**src/rtl/stream_buffer_flushable_pkg.sv**
```systemverilog
// Shared constants and parameter-legality helper for the flushable stream buffer.
// No state, no latency, no flow control of its own.
package stream_buffer_flushable_pkg;

    localparam int unsigned SBF_MIN_DEPTH = 2;

    function automatic bit sbf_thresh_legal(input int depth, input int thresh);
        return (thresh >= 1) && (thresh <= depth);
    endfunction

endpackage

```
**src/rtl/stream_buffer_ptr.sv**
```systemverilog
// Modulo-Depth pointer with increment and synchronous clear (clear wins).
// Pointer value is registered: a change shows one cycle later; no handshake.
module stream_buffer_ptr
    import stream_buffer_flushable_pkg::*;
#(
    parameter int Depth = 2
) (
    input  logic                     clk_i,
    input  logic                     rst_i,
    input  logic                     clr_i,
    input  logic                     inc_i,
    output logic [$clog2(Depth)-1:0] ptr_o
);

    localparam int PW = $clog2(Depth);

    if (Depth < SBF_MIN_DEPTH) begin : g_depth_chk
        $error("stream_buffer_ptr: Depth must be >= 2");
    end

    logic [PW-1:0] ptr_q;
    logic [PW-1:0] ptr_d;

    // Explicit wrap so non-power-of-two depths never index past Depth-1.
    always_comb begin
        ptr_d = ptr_q;
        if (clr_i) begin
            ptr_d = '0;
        end else if (inc_i) begin
            ptr_d = (ptr_q == PW'(Depth - 1)) ? '0 : ptr_q + 1'b1;
        end
    end

    always_ff @(posedge clk_i or posedge rst_i) begin
        if (rst_i) begin
            ptr_q <= '0;
        end else begin
            ptr_q <= ptr_d;
        end
    end

    assign ptr_o = ptr_q;

endmodule

```
**src/rtl/stream_buffer_flushable.sv**
```systemverilog
// Depth-entry circular stream buffer with same-cycle flush; 1-cycle latency.
// ready_o/valid_o come from registered fill level (masked by flush_i) so no ready/valid combinational path.
module stream_buffer_flushable
    import stream_buffer_flushable_pkg::*;
#(
    parameter type T                = logic,
    parameter int  Depth            = 2,
    parameter int  AlmostFullThresh = Depth - 1,
    parameter bit  Bypass           = 1'b0
) (
    input  logic                       clk_i,
    input  logic                       rst_i,
    input  logic                       flush_i,
    input  logic                       valid_i,
    output logic                       ready_o,
    input  T                           data_i,
    output logic                       valid_o,
    input  logic                       ready_i,
    output T                           data_o,
    output logic [$clog2(Depth+1)-1:0] usage_o,
    output logic                       almost_full_o
);

    localparam int UW = $clog2(Depth + 1);
    localparam int PW = $clog2(Depth);

    if (Depth < SBF_MIN_DEPTH) begin : g_depth_chk
        $error("stream_buffer_flushable: Depth must be >= 2");
    end
    if (!sbf_thresh_legal(Depth, AlmostFullThresh)) begin : g_thresh_chk
        $error("stream_buffer_flushable: AlmostFullThresh must be in 1..Depth");
    end

    if (Bypass) begin : g_bypass
        logic unused_bypass;
        assign unused_bypass = ^{clk_i, rst_i, flush_i};
        assign valid_o       = valid_i;
        assign ready_o       = ready_i;
        assign data_o        = data_i;
        assign usage_o       = '0;
        assign almost_full_o = 1'b0;
    end else begin : g_buf
        T              mem_q [Depth];
        logic [UW-1:0] usage_q;
        logic [UW-1:0] usage_d;
        logic          af_q;
        logic          af_d;
        logic [PW-1:0] rd_ptr;
        logic [PW-1:0] wr_ptr;
        logic          push;
        logic          pop;

        assign ready_o = (usage_q != UW'(Depth)) && !flush_i;
        assign valid_o = (usage_q != '0) && !flush_i;
        assign push    = valid_i && ready_o;
        assign pop     = valid_o && ready_i;
        assign data_o  = mem_q[rd_ptr];

        stream_buffer_ptr #(.Depth(Depth)) u_rd_ptr (
            .clk_i (clk_i),
            .rst_i (rst_i),
            .clr_i (flush_i),
            .inc_i (pop),
            .ptr_o (rd_ptr)
        );

        stream_buffer_ptr #(.Depth(Depth)) u_wr_ptr (
            .clk_i (clk_i),
            .rst_i (rst_i),
            .clr_i (flush_i),
            .inc_i (push),
            .ptr_o (wr_ptr)
        );

        always_comb begin
            usage_d = usage_q;
            if (flush_i) begin
                usage_d = '0;
            end else if (push && !pop) begin
                usage_d = usage_q + 1'b1;
            end else if (pop && !push) begin
                usage_d = usage_q - 1'b1;
            end
        end

        assign af_d = (usage_d >= UW'(AlmostFullThresh));

        always_ff @(posedge clk_i or posedge rst_i) begin
            if (rst_i) begin
                usage_q <= '0;
                af_q    <= 1'b0;
                for (int i = 0; i < Depth; i++) begin
                    mem_q[i] <= '0;
                end
            end else begin
                usage_q <= usage_d;
                af_q    <= af_d;
                if (push) begin
                    mem_q[wr_ptr] <= data_i;
                end
            end
        end

        assign usage_o       = usage_q;
        assign almost_full_o = af_q;
    end

    // A word offered during flush is silently dropped; flag it in simulation.
    a_no_valid_on_flush : assert property (@(posedge clk_i) disable iff (rst_i) !(valid_i && flush_i))
        else $warning("stream_buffer_flushable: valid_i high during flush_i, word dropped");

endmodule

```
**config.mk**
```make
export PLATFORM = sky130hd
export DESIGN_NAME = stream_buffer_flushable
export DESIGN_NICKNAME = d
export VERILOG_FILES = /design/src/rtl/stream_buffer_flushable_pkg.sv /design/src/rtl/stream_buffer_ptr.sv /design/src/rtl/stream_buffer_flushable.sv
export SDC_FILE = /design/constraint.sdc
export NUM_CORES = 1
export LEC_CHECK = 0
export BUFFER_PORTS_ARGS = -buffer_cell sky130_fd_sc_hd__buf_2
export CAP_MARGIN = 15
export CORE_AREA = 5 5 42 44
export CTS_CLUSTER_DIAMETER = 150
export DETAILED_ROUTE_END_ITERATION = 16
export DIE_AREA = 0 0 47 49
export GPL_TIMING_DRIVEN = 0
export PLACE_DENSITY = 0.62
export SYNTH_ARGS = -nofsm -noshare
export SYNTH_HDL_FRONTEND = slang
export SYNTH_SLANG_ARGS = --single-unit
```
**constraint.sdc**
```tcl
create_clock -name clk_i -period 1.86 [get_ports clk_i]
set_clock_uncertainty 0.1 [all_clocks]
set_input_delay 0.372 -clock clk_i [delete_from_list [all_inputs] [get_ports clk_i]]
set_output_delay 0.372 -clock clk_i [all_outputs]
set_load 0.005 [all_outputs]
```
==> results.md, run 1 <==
- Status: finished, final reports clean
- Routed WL: 776 um
- Yosys cell types: 23
- Hpwl dp: 606 um
- DRT Pass-1 Iters: 1
- RSZ-0062 raised after global routing: false
- Global Route Usage Sum: 0.0861
- Mapped Cells: 40
- Fmax: 573 MHz
- Final period demand of the worst path: 1.74 ns
- Worst-path maximum fanout: 6
- Worst skew pair latency: 0.25 ns
- Largest net degree at the start of global routing: 10
- Leak Pwr: 0.000264 uW
- Design Area, Final: 547 um2
- Drt via density: 4.70
- Layout Utilization: 0.390
- CP required: 1.89 ns
- Post-DR wirelength/cell: 10.9 um
- Clock sinks: 7
- Placement Cell Area: 510 um2
- Max Cap Violations: 0
- Vias in the first global route: 325
- Setup TNS: 0 ns
- Seq/Total Area, Yosys: 0.398
- Final setup fails: 0
- Commonest non-fill, non-tap cell in the layout: buf_2
- Seq cells post-synth: 7
- Mapped Avg Cell Area: 11.0 um2
- Yosys warns: 0
- Antenna violations before repair: 0
- Most frequent cells in the layout: 11 x buf_2, 7 x dfrtp_1, 5 x nor2_1
- CTS tree: yes
- Initial DRC count: 0
- Max VDD drop: 0.650 mV
- Hold_ws: 0.252 ns
- Post-CTS setup buffers: 0
- CTS H-tree depth: 1
- Routed vias: 334
- Worst hold path class: in -> reg
- ANT cells: 0
- # port buffers: 10
- WP data arrival: 1.77 ns
- Row Count: 14
- Final Net Count: 64
- Tightest Pin Transition: 0.284 ns
- Share of cells above drive strength 1: 0.327
- Cts hold-fix bufs: 1
- CTS clock-pin slew for the worst setup and hold paths: 0.05 ns
- Final GP Congestion: 0.778
- Area share of the leading cell type in the synthesized netlist: 0.398
- # DRC: 0
- Clock tree buffer depth: 2
- Die area: 2300 um2
- Final cell count without fillers: 71
- Startpoint Class: register
- Pins Over Slew Limit: 0
- Synthesized area: 440 um2
- Die width: 47 um
- Syn-to-layout area delta: 24.1%
- Post-route ant nets: 0
- Relative slew slack: 0.808
- Fin. Hold Viols: 0
- Critical path type: reg -> reg
- Post-synth top area cell: dfrtp_1
- Power density over cell area: 1580 nW/um2
- Area contributors post-synth: dfrtp_1 40%, ha_1 5.7%, mux2_1 5.1%
- Initial core utilization: 0.314
- Crit. End Element: register
- Post-CTS sizing: 0
- Root Buffer: clkbuf_4
- Final period util: 0.938
- Placed instance count: 66
- CTS buffer count: 3
- Total global routing overflow: 0
- Core area: 1400 um2
- Die height: 49 um
- Mapped Nets: 48
- I/O pin count: 12
- Global-route wire length before repair: 1.38 mm
## path summary, 6_finish.rpt
| kind | start | to | slack [ns] | depth (start not counted) |
|---|---|---|---|---|
| min reg2reg | g_buf.mem_q[0] | g_buf.mem_q[0] | 0.38 | 1 |
| max | usage_o[0] | g_buf.mem_q[0] | 0.12 | 5 |
| min in group asynchronous | rst_i | g_buf.u_rd_ptr.ptr_o | 0.49 | 3 |
| max reg2reg | usage_o[0] | g_buf.mem_q[0] | 0.12 | 5 |
| min | data_i | g_buf.mem_q[1] | 0.25 | 2 |
| max in group asynchronous | rst_i | usage_o[0] | 0.96 | 3 |
## layout make-up
class | count | area [um2]
fill | 154 | 855
timing repair buffer | 11 | 60.1
inverter | 4 | 15.0
clock buffer | 4 | 26.3
multi-input combinational | 27 | 241
buffer | 2 | 8.76
sequential | 7 | 175
tap | 16 | 20.0
## routing by layer
layer	up-vias	wire [um]	global-route usage
met3	3	45	0.0554
met5	-	0	0
met1	154	339	0.0907
li1	170	-	-
met4	0	9	0.0415
met2	7	381	0.129
## cells in the mapped netlist
cell type  count
nor3_1         1
clkbuf_1       1
nand2b_4       1
nor2_1         5
a211oi_1       2
a311o_1        1
or4b_1         1
xnor2_1        2
nor2b_1        1
o311ai_1       1
mux2_1         2
ha_1           2
mux2_2         1
buf_2          1
mux2i_1        1
and3b_1        1
xnor3_1        1
and2b_4        1
inv_1          4
nor4bb_1       1
nor3b_1        1
a21oi_2        1
dfrtp_1        7
## per-stage QoR
stage	power, uW	setup slack [ns]
4_1_cts	875	0.106
3_3_place_gp	725	0.144
5_1_grt	951	0.0247
3_5_place_dp	731	0.111
6_report	862	0.116
2_1_floorplan	615	0.231
## state kept, by name, summed over array words and instances, names as in the netlist
name and cells:
g_buf.u_wr_ptr.ptr_o 1, g_buf.mem_q 2, g_buf.u_rd_ptr.ptr_o 1, usage_o 2, almost_full_o 1
## critical path, stage by stage, from the launching register on
cell      delay [ns]
dfrtp_1         0.39
inv_1           0.11
ha_1            0.27
nand2b_4        0.19
nor3b_1         0.23
mux2_1          0.34
## report_power, final
part	total (uW)	switching, uW	internal, uW	leakage, uW
Combinational	455	197	257	0.000160
Clock	136	54.4	81.8	0.0000150
Sequential	271	50.5	220	0.0000892
Total	862	302	559	0.000264
## cells by family (layout without fill, tap and decap cells)
group | after synthesis | after routing | synth area share
AO/OA/AOI/OAI | 5 | 5 | 0.0966
XOR/XNOR | 3 | 3 | 0.0909
adder cells (fa/ha/maj) | 2 | 2 | 0.0568
buffers and inverters | 6 | 21 | 0.0539
flip-flops | 7 | 7 | 0.398
multiplexers | 4 | 4 | 0.0994
AND/OR/NAND/NOR | 13 | 13 | 0.205
Note: power is estimated with default switching activity, not from simulation.
==> inputs of run 2 (changes only) <==
Clock period 1.86 ns to 2.2 ns, I/O delays scaled along.
==> run 2 against run 1 <==
  * Via count down 0.60%
  * Global-route usage unchanged
  * Core utilization fell by 0.71 points
  * Worst hold slack got worse by 0.25 ns
  * Combinational power shrank 16%
  * Sequential cell count is the same
  * Largest power group unchanged
==> results.md, run 2 (same netlist as run 1, synthesis figures left out) <==
- Post-CTS sizing: 0 (unchanged)
- Overall power: 727 uW (-16%)
- Tightest Pin Transition: 0.284 ns (unchanged)
- Critical path type: reg -> out
- Status: finished, final reports clean
- Post-route ant nets: 0 (unchanged)
- Cts hold-fix bufs: 0 (-1)
- Vias in the first global route: 325 (unchanged)
- Row Count: 14 (unchanged)
- Root Buffer: clkbuf_4
- Pins Over Slew Limit: 0 (unchanged)
- Worst-path maximum fanout: 6 (unchanged)
- Total global routing overflow: 0 (unchanged)
- Max Cap Violations: 0 (unchanged)
- Relative slew slack: 0.808 (unchanged)
- CP required: 1.66 ns (-0.23 ns)
- Largest net degree at the start of global routing: 10 (unchanged)
- Worst hold path class: in -> async
- Global Route Usage Sum: 0.0861 (unchanged)
- CTS H-tree depth: 1 (unchanged)
- Leak Pwr: 0.000260 uW (-1.6%)
- WP data arrival: 1.23 ns (-0.54 ns)
- Post-DR wirelength/cell: 11.0 um (+0.78%)
- I/O pin count: 12 (unchanged)
- Multi-input logic area: 241 um2 (unchanged)
- Final GP Congestion: 0.778 (unchanged)
- Final setup fails: 0 (unchanged)
- Final period util: 0.803
- Post-CTS setup buffers: 0 (unchanged)
- Startpoint Class: register
- Drt via density: 4.74 (+0.82%)
- Max VDD drop: 0.549 mV (-15%)
- Setup TNS: 0 ns (unchanged)
- Crit. End Element: primary output
- CTS tree: yes
- Share of cells above drive strength 1: 0.333 (+0.00606)
- Storage element area: 175 um2 (unchanged)
- Routed WL: 771 um (-0.64%)
- Initial core utilization: 0.314 (unchanged)
- Syn-to-layout area delta: 21.9%
- Fin. Hold Viols: 0 (unchanged)
- Final period demand of the worst path: 1.77 ns
- Number of fill cells in the layout: 156 (+1.3%)
- Fmax: 566 MHz
- Commonest non-fill, non-tap cell in the layout: buf_2
- Hpwl dp: 606 um (unchanged)
- Clock tree buffer depth: 2 (unchanged)
- RSZ-0062 raised after global routing: false
- CTS clock-pin slew for the worst setup and hold paths: 0.05 ns (about the same)
- Core area: 1400 um2 (unchanged)
- # DRC: 0 (unchanged)
- Worst skew pair latency: 0.25 ns (about the same)
- CTS buffer count: 3 (unchanged)
- Die height: 49 um (unchanged)
- Global-route wire length before repair: 1.38 mm (unchanged)
- Die area: 2300 um2 (unchanged)
- Power density over cell area: 1350 nW/um2 (-14%)
- Most frequent cells in the layout: 11 x buf_2, 7 x dfrtp_1, 5 x nor2_1
- Antenna violations before repair: 0 (unchanged)
- Clock sinks: 7 (unchanged)
- ANT cells: 0 (unchanged)
- # port buffers: 10 (unchanged)
- DRT Pass-1 Iters: 1 (unchanged)
- Die width: 47 um (unchanged)
- Final Net Count: 63 (-1.6%)
- Routed vias: 332 (-0.60%)
- Initial DRC count: 0 (unchanged)
[run 2: changes by cell type in the layout (fill, tap and decap cells not counted), sizes merged]
cell         before  now
dlygate4sd3       1    0
[run 2: cell type report]
cell class	instances	area share
multi-input cells	27	0.450
plain buffers	2	0.0163
well taps	16	0.0373
flip-flops and latches	7	0.326
clock buffers	4	0.0490
repair buffers	10	0.0932
inverters	4	0.0280
[run 2: metal layers]
| metal | part of all wire | track usage | up-vias |
|---|---|---|---|
| met5 | 0 | 0 | - |
| met4 | 0.012 | 0.0415 | 0 |
| met3 | 0.058 | 0.0554 | 3 |
| met2 | 0.49 | 0.129 | 7 |
| met1 | 0.43 | 0.0907 | 154 |
| li1 | - | - | 168 |
[run 2: worst max-delay path: stages (launching register included)]
cell     delay [ns]
dfrtp_1        0.40
inv_1          0.14
ha_1           0.26
nor2_1         0.05
buf_2          0.12
[run 2: worst paths after layout]
kind | startpoint | end | slack, ns | cells after the start
max | usage_o[0] | ready_o | 0.43 | 4
min in group clk_i | data_i | g_buf.mem_q[1] | 0.32 | 2
min reg2reg | g_buf.mem_q[0] | g_buf.mem_q[0] | 0.38 | 1
max in group asynchronous | rst_i | usage_o[0] | 1.78 | 2
max reg2reg | usage_o[0] | g_buf.mem_q[0] | 0.46 | 5
min | rst_i | g_buf.u_rd_ptr.ptr_o | 0.007 | 2
[run 2: metrics by stage]
stage / utilization / cells / area, um2 / hold slack, ns / worst slack (ns)
detailed placement: 0.364 / 66 / 510 / 0.287 / 0.451
global route: 0.383 / 70 / 537 / 0.0282 / 0.343
floorplan: - / 40 / 440 / 0.143 / 0.571
finish: 0.383 / 70 / 537 / 0.00695 / 0.433
global placement: 0.364 / 66 / 510 / 0.280 / 0.484
CTS: 0.383 / 70 / 537 / 0.0165 / 0.427
[run 2: where the power goes]
| part | total, uW | internal (uW) | switching, uW |
|---|---|---|---|
| Clock | 115 | 69.1 | 46.0 |
| Combinational | 383 | 216 | 167 |
| Sequential | 229 | 186 | 42.7 |
| Total | 727 | 472 | 255 |
==> inputs of run 3 (changes only) <==
Settings changed: ABC_AREA from default to 1, PLACE_DENSITY 0.62 to 0.65.
Clock period 2.2 ns to 1.45 ns, I/O delays scaled along.
==> run 3 against run 2 <==
  * Final area up 27%
  * Critical path type unchanged
  * Sequential power grew 10%
  * Final cell count rose by 36%
  * The flow now finishes with violations (setup timing)
  * Via count is 20% higher
  * Count of clock-buffer cells in the layout unchanged
  * Largest cell class unchanged
  * Global-route usage is 0.33 points higher
  * Sequential share of layout area decreased by 6.9 points
  * Core utilization increased by 10 points
  * Register-to-register slack worse by 0.48 ns
  * Critical path depth up 2
  * Synthesized area increased by 2.8%
  * First-iteration DRC count grew 1
==> results.md, run 3 <==
- Share of cells above drive strength 1: 0.544 (+0.211)
- Routed vias: 399 (+20%)
- Worst reg2reg path depth: 11 (+6)
- Die area: 2300 um2 (unchanged)
- Final setup fails: 3 (+3)
- Final Net Count: 88 (+40%)
- Worst skew pair latency: 0.25 ns (about the same)
- CP most frequent cell: inv_2
- CTS H-tree depth: 1 (unchanged)
- EDFF count, synth: 0 (unchanged)
- Worst-path maximum fanout: 3 (-3)
- Clock tree buffer depth: 2 (unchanged)
- Most frequent cells in the layout: 10 x buf_2, 8 x nand2_1, 7 x inv_1, 7 x dfrtp_1, 6 x nand3_1
- Post-route ant nets: 0 (unchanged)
- Top post-synthesis cells by count: 12 x inv_1, 10 x nand2_1, 7 x dfrtp_1, 6 x nand3_1, 4 x nor2_1
- Yosys warns: 0 (unchanged)
- Mapped Avg Cell Area: 8.09 um2 (-27%)
- Worst Path Buf+Inv: 4 (+2)
- Global-route wire length before repair: 1.48 mm (+7.5%)
- Mapped Cells: 56 (+40%)
- Drt via density: 4.20 (-11%)
- Tightest Pin Transition: 0.246 ns (-0.0381 ns)
- Max Cap Violations: 0 (unchanged)
- Initial DRC count: 1 (+1)
- Seq/Total Area, Yosys: 0.387 (-0.0110)
- Design Area, Final: 681 um2 (+27%)
- Final period util: 1.06
- Fmax: 649 MHz
- RR Endpoint: almost_full_o
- Critical path, cell by cell: inv_2, ha_4, clkinv_4, nand2_4, inv_2, buf_2
- Post-synth top area cell: dfrtp_1
- # DRC: 0 (unchanged)
- Layout Utilization: 0.486 (+0.103)
- Setup WS pre-CTS: 0.0274 ns (-0.424 ns)
- # port buffers: 11 (+1)
- Leak Pwr: 0.000382 uW (+47%)
- WP data arrival: 1.15 ns (-0.08 ns)
- Vias in the first global route: 391 (+20%)
- Post-DR wirelength/cell: 8.96 um (-19%)
- Routed WL: 851 um (+10%)
- Worst setup path endpoint: valid_o
- Initial core utilization: 0.323 (+0.00893)
- Clock sinks: 7 (unchanged)
- CTS tree: yes
- Hpwl dp: 615 um (+1.4%)
- Mapped Nets: 64 (+33%)
- Area contributors post-synth: dfrtp_1 39%, inv_1 9.9%, nand2_1 8.3%
- Worst hold path depth: 3
- ANT cells: 0 (unchanged)
- Hold_ws: 0.193 ns (+0.186 ns)
- Status: finished, violations left
- Core area: 1400 um2 (unchanged)
- RSZ-0062 raised after global routing: true
- Overall power: 682 uW (-6.2%)
- Antenna violations before repair: 0 (unchanged)
- Total global routing overflow: 0 (unchanged)
- Area share of the leading cell type in the synthesized netlist: 0.387 (-0.0110)
- Startpoint Class: register
- Failing checks: setup timing
- Pins Over Slew Limit: 0 (unchanged)
- Final period demand of the worst path: 1.54 ns
- CP max stage delay: 0.42 ns (+0.02 ns)
- Seq cells post-synth: 7 (unchanged)
- R2R setup slack: -0.02 ns (-0.48 ns)
- Number of fill cells in the layout: 142 (-9.0%)
- Relative slew slack: 0.836 (+0.0282)
- CTS buffer count: 3 (unchanged)
- Worst path slowest cell: dfrtp_1
- Worst hold path class: in -> reg
- DRT Pass-1 Iters: 2 (+1)
- Final setup margin: -0.0908 ns (-0.523 ns)
- Max VDD drop: 0.482 mV (-12%)
- Global Route Usage Sum: 0.0894 (+0.00330)
- Largest net degree at the start of global routing: 9 (-1)
- Root Buffer: clkbuf_4
- Commonest non-fill, non-tap cell in the layout: buf_2
- Final GP Congestion: 0.703 (-9.7%)
- Reg2reg start: usage_o[1]
- Most common cell in the netlist: inv_1
- CP required: 1.06 ns (-0.60 ns)
- Die height: 49 um (unchanged)
- CTS clock-pin slew for the worst setup and hold paths: 0.05 ns (about the same)
- Placement Cell Area: 528 um2 (+3.4%)
- Syn-to-layout area delta: 50.3%
- Synthesized area: 453 um2 (+2.8%)
- I/O pin count: 12 (unchanged)
- Synth Flop Type: dfrtp_1
- Die width: 47 um (unchanged)
- Critical path type: reg -> out
- Fin. Hold Viols: 0 (unchanged)
- Power density over cell area: 1000 nW/um2 (-26%)
- Asr flop ratio synth: 1.00 (unchanged)
- Crit. Startpoint: usage_o[1]
- Crit. End Element: primary output
- Delay-heaviest family, CP: flip-flops
- Yosys cell types: 16 (-30%)
- Row Count: 14 (unchanged)
- WP depth: 6 (+2)
run 3: changes by cell type in the layout (fill, tap and decap cells not counted), sizes merged, moves of 2 or more:
cell	change
nand2	+14
inv	+10
nand3	+9
buf	+7
mux2	-3
a211oi	-2
o21ai	+2
xnor2	-2
run 3: through the flow:
step	instances	TNS (ns)
after global routing	95	-0.656
after detailed placement	83	0
after floorplan	56	0
final	95	-0.185
after CTS	94	-0.285
after global placement	83	0
run 3: how the worst min path moves through the flow:
stage	from	endpoint	slack, ns
floorplan	rst_i	almost_full_o	-0.007
detailed placement	rst_i	almost_full_o	0.12
global route	data_i	g_buf.mem_q[0]	0.21
finish	data_i	g_buf.mem_q[0]	0.19
global placement	rst_i	g_buf.u_rd_ptr.ptr_o	0.12
CTS	data_i	g_buf.mem_q[0]	0.18
run 3: logic make-up (layout without fill, tap and decap cells):
group / count (synthesis) / count (layout) / synth area share
adder cells (fa/ha/maj): 2 / 2 / 0.0552
AO/OA/AOI/OAI: 3 / 3 / 0.0331
flip-flops: 7 / 7 / 0.387
AND/OR/NAND/NOR: 29 / 29 / 0.395
buffers and inverters: 15 / 38 / 0.130
run 3: what timing repair did:
item                                   in CTS  in global routing
pin swaps                                   3                  4
hold buffers                                1                  0
gates resized for setup                    11                  9
setup endpoints to repair                   2                  5
buffers inserted                            6                  1
endpoints found under the hold margin       7                  0
gates cloned                                0                  0
run 3: routing by layer:
metal / global-route usage / vias to the layer above / share of wire
met5: 0 / - / 0
met4: 0.0829 / 0 / 0.014
met3: 0.0111 / 2 / 0.049
met2: 0.120 / 7 / 0.48
met1: 0.117 / 178 / 0.46
li1: - / 212 / -
run 3: area by class of cell:
cell class / instances / area (um2) / share of cell area
Timing Repair Buffer: 19 / 131 / 0.193
Tap cell: 16 / 20.0 / 0.0294
Sequential cell: 7 / 175 / 0.257
Clock buffer: 4 / 26.3 / 0.0386
Inverter: 15 / 66.3 / 0.0974
Multi-Input combinational cell: 34 / 262 / 0.384
run 3: power breakdown:
| part | total (uW) | internal (uW) | leakage, uW | switching [uW] |
|---|---|---|---|---|
| Clock | 170 | 105 | 0.0000150 | 65.4 |
| Combinational | 259 | 125 | 0.000277 | 134 |
| Sequential | 253 | 234 | 0.0000901 | 19.3 |
run 3: worst register-to-register path, cell delays in order, from the launching register on:
cell and delay (ns):
dfrtp_1 0.41, inv_2 0.07, ha_4 0.17, clkinv_4 0.05, nand2_4 0.04, buf_6 0.11
nor2_4 0.09, nand2_4 0.07, nor2_2 0.08, nor2_1 0.05, nand2_1 0.08, nand2_1 0.06
